<file path="config.mk">
export PLATFORM = sky130hd
export DESIGN_NAME = capture_arbiter_flat
export DESIGN_NICKNAME = d
export VERILOG_FILES = /design/src/rtl/capture_arbiter_if.sv /design/src/rtl/capture_arbiter.sv /design/src/flat_wrapper.sv
export SDC_FILE = /design/constraint.sdc
export NUM_CORES = 1
export LEC_CHECK = 0
export CORE_AREA = 8 8 47 49
export DETAILED_ROUTE_END_ITERATION = 10
export DIE_AREA = 0 0 55 57
export GPL_TIMING_DRIVEN = 1
export PLACE_DENSITY = 0.76
export SLEW_MARGIN = 30
export SYNTH_ARGS = -nofsm -noshare
export SYNTH_HDL_FRONTEND = slang
export SYNTH_SLANG_ARGS = --single-unit
export TNS_END_PERCENT = 5
</file>
<file path="constraint.sdc">
create_clock -name clock -period 1.87 [get_ports clock]
set_input_delay 0.187 -clock clock [delete_from_list [all_inputs] [get_ports clock]]
set_output_delay 0.187 -clock clock [all_outputs]
set_load 0.005 [all_outputs]
</file>
<file path="src/rtl/capture_arbiter_if.sv">
// Capture handshake bundle between two requesters, the datapath flags and the arbiter.
// The master side drives requests and the full flag. The slave side (the arbiter)
// returns acks, the counter enable and the clear status.
interface capture_arbiter_if;
    logic       req0;
    logic [1:0] op0;
    logic       req1;
    logic [1:0] op1;
    logic       full;
    logic       ack0;
    logic       ack1;
    logic [3:0] en;
    logic       clear;
    logic       busy;

    modport master (
        output req0, op0, req1, op1, full,
        input  ack0, ack1, en, clear, busy
    );

    modport slave (
        input  req0, op0, req1, op1, full,
        output ack0, ack1, en, clear, busy
    );
endinterface

</file>
<file path="src/rtl/capture_arbiter.sv">
// Round-robin arbiter that shares the four-counter tracking datapath between two
// capture requesters. The winning op code becomes a registered one-hot counter enable.
// When the datapath reports full, a clear is held for CLR_CYCLES cycles, and grants
// are held off until that clear completes.
module capture_arbiter #(
    parameter int unsigned CLR_CYCLES = 2,
    parameter int unsigned CW         = 4
) (
    input logic              clock,
    input logic              rst_n,
    capture_arbiter_if.slave bus
);

    typedef enum logic [0:0] {StRun, StClear} state_t;

    state_t        state_q;
    logic [CW-1:0] clr_cnt_q;
    logic          ptr_q;      // 0: requester 0 favoured on contention
    logic          ack0_q;
    logic          ack1_q;
    logic [3:0]    en_q;
    logic          clear_q;
    logic          busy_q;

    logic          elig0;
    logic          elig1;
    logic          win0;
    logic          win1;

    function automatic logic [3:0] op_onehot(input logic [1:0] op);
        op_onehot = 4'b0001 << op;
    endfunction

    // Eligibility masks a requester while its ack is high, so a held request is not
    // counted twice. The pointer resolves contention.
    always_comb begin
        elig0 = bus.req0 & ~ack0_q;
        elig1 = bus.req1 & ~ack1_q;
        win0  = elig0 & (~elig1 | ~ptr_q);
        win1  = elig1 & (~elig0 |  ptr_q);
    end

    // Control FSM with registered outputs. Acks and enable default to idle every cycle.
    always_ff @(posedge clock or negedge rst_n) begin
        if (!rst_n) begin
            state_q   <= StRun;
            clr_cnt_q <= '0;
            ptr_q     <= 1'b0;
            ack0_q    <= 1'b0;
            ack1_q    <= 1'b0;
            en_q      <= 4'b0000;
            clear_q   <= 1'b0;
            busy_q    <= 1'b0;
        end else begin
            ack0_q <= 1'b0;
            ack1_q <= 1'b0;
            en_q   <= 4'b0000;
            unique case (state_q)
                StRun: begin
                    if (bus.full) begin
                        // full outranks any pending request; requests keep waiting
                        state_q   <= StClear;
                        clr_cnt_q <= CW'(CLR_CYCLES - 1);
                        clear_q   <= 1'b1;
                        busy_q    <= 1'b1;
                    end else if (win0) begin
                        ack0_q <= 1'b1;
                        en_q   <= op_onehot(bus.op0);
                        ptr_q  <= 1'b1;
                    end else if (win1) begin
                        ack1_q <= 1'b1;
                        en_q   <= op_onehot(bus.op1);
                        ptr_q  <= 1'b0;
                    end
                end
                StClear: begin
                    if (clr_cnt_q == '0) begin
                        state_q <= StRun;
                        clear_q <= 1'b0;
                        busy_q  <= 1'b0;
                    end else begin
                        clr_cnt_q <= clr_cnt_q - 1'b1;
                    end
                end
                default: state_q <= StRun;
            endcase
        end
    end

    assign bus.ack0  = ack0_q;
    assign bus.ack1  = ack1_q;
    assign bus.en    = en_q;
    assign bus.clear = clear_q;
    assign bus.busy  = busy_q;

endmodule
</file>
<file path="src/flat_wrapper.sv">
// flat-port wrapper written by rule: the top's interface ports become plain ports
module capture_arbiter_flat 
#(
    parameter int unsigned CLR_CYCLES = 2,
    parameter int unsigned CW         = 4
)
  (clock, rst_n, bus_req0, bus_op0, bus_req1, bus_op1, bus_full, bus_ack0, bus_ack1, bus_en, bus_clear, bus_busy);
  capture_arbiter_if bus_i ();
  input logic clock;
  input logic rst_n;
  input wire logic [$bits(bus_i.req0)-1:0] bus_req0;
  input wire logic [$bits(bus_i.op0)-1:0] bus_op0;
  input wire logic [$bits(bus_i.req1)-1:0] bus_req1;
  input wire logic [$bits(bus_i.op1)-1:0] bus_op1;
  input wire logic [$bits(bus_i.full)-1:0] bus_full;
  output wire logic [$bits(bus_i.ack0)-1:0] bus_ack0;
  output wire logic [$bits(bus_i.ack1)-1:0] bus_ack1;
  output wire logic [$bits(bus_i.en)-1:0] bus_en;
  output wire logic [$bits(bus_i.clear)-1:0] bus_clear;
  output wire logic [$bits(bus_i.busy)-1:0] bus_busy;
  assign bus_i.req0 = bus_req0;
  assign bus_i.op0 = bus_op0;
  assign bus_i.req1 = bus_req1;
  assign bus_i.op1 = bus_op1;
  assign bus_i.full = bus_full;
  assign bus_ack0 = bus_i.ack0;
  assign bus_ack1 = bus_i.ack1;
  assign bus_en = bus_i.en;
  assign bus_clear = bus_i.clear;
  assign bus_busy = bus_i.busy;
  capture_arbiter #(.CLR_CYCLES(CLR_CYCLES), .CW(CW)) u_core (.clock(clock), .rst_n(rst_n), .bus(bus_i));
endmodule
</file>
==> summary.md <==
| Metric | Value |
|---|---|
| Status | complete, no violations |
| Sequential share of the synthesized area | 51.0% |
| Max frequency | 694 MHz |
| Seq cells post-synth | 13 |
| DR pass1 iterations | 3 |
| Clk slew on worst S/H paths | 80 ps |
| Routed vias/inst | 5.45 |
| ANT nets after route | 0 |
| Num CTS Buffers | 3 |
| Fin nets | 90 |
| Warnings, synthesis | 0 |
| GPL Wtd Cong | 0.777 |
| CTS max path bufs | 2 |
| CTS tree | yes |
| Setup TNS | 0 ps |
| Peak VDD IR | 636 uV |
| WS Path Type | reg -> reg |
| RSZ-0062 raised after global routing | no |
| CTS resizes | 0 |
| Cell Area, Synth | 638 um2 |
| Final Max Slew Viols | 0 |
| Fin. Hold Viols | 0 |
| Initial Util | 40.5% |
| Dpl ws | ~250 ps |
| DRC violations left | 0 |
| Die width | 55 um |
| Die ar. | 3140 um2 |
| Total global-route track usage | 9.89% |
| Clk sinks | 13 |
| Iteration-0 DRC Markers | 10 |
| Critical path arrival | around 1700 ps |
| Leakage | 0.000374 uW |
| Die Span Y | 57 um |
| Fillers | 155 |
| Placed insts | 91 |
| I/O pin count | 17 |
| Layout cells sized above 1 | 7.69% |
| CP required | 2080 ps |
| Slew Limit Headroom | 60.4% |
| Final Skew | 4.90 ps |
| Final min period | roughly 1400 ps |
| Worst r2r path cells | 5 |
| Congestion Overflow GR | 0 |
| CP endpoint | u_core.clr_cnt_q[3] |
| Clock insertion delay at the later pin of the skew report | 270 ps |
| Vias in the first global route | roughly 540 |
| Wirelength per Cell | approximately 14 um |
| Syn Inst Count | 60 |
| Reg2reg start | u_core.clr_cnt_q[1] |
| Core Box Area | 1580 um2 |
| Post-CTS Setup Bufs | 0 |
| Port Buffers | 16 |
| PnR worst setup slack | 429 ps |
| R2r setup slk | 430 ps |
| Final period util | 77.1% |
| First-pass GRT wire length | about 2400 um |
| Final count of negative-setup-slack endpoints | 0 |
| Clock root buffer | clkbuf_4 |
| Final hold slack | 287 ps |
| Final Non-Filler Cells | 95 |
| Cts hold-fix bufs | 0 |
| Antenna violations before repair | 0 |
| Row Count | 15 |
| Diode count | 0 |
| H-tree depth | 1 |
| Crit Path Max Fanout | 7 |
| Post-synth net total | 71 |
| Maxcap violations | 0 |
| Vias | just over 500 |
| PwrDens | 1190 nW/um2 |
| Reg2reg end | u_core.clr_cnt_q[3] |
| Hold Path Class | in -> async |
| Worst-margin pin slew | 592 ps |
| Yosys cell types | 28 |
| Worst setup EP type | register |
| Mapped Avg Cell Area | 10.6 um2 |
| Layout Area Growth over Synthesis | 30.6% |
| Crit path launch | u_core.clr_cnt_q[1] |
| Final wirelength | 1350 um |
| Largest net degree at the start of global routing | 14 |
| Post-detail-place hpwl | 1050 um |
| CP Launch Type | register |
-- power by group --
group	leakage, uW	internal, uW	switching [uW]	total, uW
Sequential	0.000165	365	88.7	453
Combinational	0.000194	205	164	369
Clock	0.0000150	82.5	85.8	168
-- final cells by class --
cell class | count | area (um2) | share of cell area, %
Timing Repair Buffer | 16 | 160 | 19.2
Tap cell | 17 | 21.3 | 2.55
Sequential cell | 13 | 325 | 39.0
Clock buffer | 4 | 26.3 | 3.15
Multi-Input combinational cell | 37 | 270 | 32.4
Inverter | 8 | 30.0 | 3.60
-- kinds of logic (layout without fill, tap and decap cells) --
logic type,after synthesis,count (layout),synth area share [%]
buffers and inverters,10,28,6.67
adders and majority gates,2,2,3.92
DFF,13,13,51.0
AOI/OAI and AO/OA,11,11,12.7
xor gates and xnor gates,1,1,1.37
and+or+nand+nor,23,23,24.3
-- layout by cell type, fill, tap and decap left out, types with 2 or more instances in the layout --
cell             count
clkbuf_4             3
clkdlybuf4s50_1     16
dfrtp_1             13
ha_1                 2
inv_1                8
nand2_1              6
nand2b_1             2
nand3_1              3
nand4b_1             2
nor4b_1              2
o32ai_1              3
-- layer usage --
layer	global-route usage, %	routed length (um)	vias up
li1	-	-	248
met1	11.2	591	259
met2	15.9	696	11
met3	2.86	62	0
met4	5.15	0	0
met5	0	0	-
-- stage by stage --
step | instance area (um2) | power, uW | util [%]
floorplan | 638 | 697 | -
global placement | 807 | 813 | 51.2
detailed placement | 807 | 833 | 51.2
CTS | 833 | 1010 | 52.9
global route | 833 | 1070 | 52.9
finish | 833 | 990 | 52.9
-- critical path, stage by stage (launching register included) --
cell     delay, ps
dfrtp_1        400
inv_1           80
ha_1           180
nor3b_4        170
or4_1          480
nand3_1         80
-- synth_stat cells --
master	instances	share of area [%]
a21boi_0	1	1.2
a21o_1	1	1.2
a21oi_1	1	0.78
a22oi_1	1	1.2
buf_2	1	0.78
buf_4	1	1.2
dfrtp_1	13	51
ha_1	2	3.9
inv_1	8	4.7
nand2_1	6	3.5
nand2b_1	2	2.0
nand3_1	3	2.4
nand3b_1	1	1.2
nand4b_1	2	2.7
nor2_1	1	0.59
nor2_4	1	1.8
nor2b_1	1	0.98
nor3b_4	1	2.9
nor4b_1	2	2.7
o21ai_0	1	0.78
o22ai_1	1	0.98
o311ai_0	1	1.4
o31ai_1	1	1.2
o32ai_1	3	4.1
or3_1	1	0.98
or3b_2	1	1.4
or4_1	1	1.2
xnor2_1	1	1.4
-- sequential cells by signal (all words and copies together), names as in the netlist --
signal / count
u_core.bus.ack0: 1
u_core.bus.ack1: 1
u_core.bus.clear: 1
u_core.bus.en: 4
u_core.clr_cnt_q: 4
u_core.ptr_q: 1
u_core.state_q: 1
-- how the worst min path moves through the flow --
| stage | start | to | slack, ps | cells past startpoint |
|---|---|---|---|---|
| floorplan | rst_n | u_core.bus.ack0 | -110 | 0 |
| global placement | u_core.ptr_q | u_core.ptr_q | 490 | 1 |
| detailed placement | u_core.ptr_q | u_core.ptr_q | 490 | 1 |
| CTS | rst_n | u_core.clr_cnt_q[3] | 300 | 1 |
| global route | rst_n | u_core.clr_cnt_q[3] | 310 | 1 |
| finish | rst_n | u_core.clr_cnt_q[3] | 290 | 1 |
(Power assumes the default switching activity.)
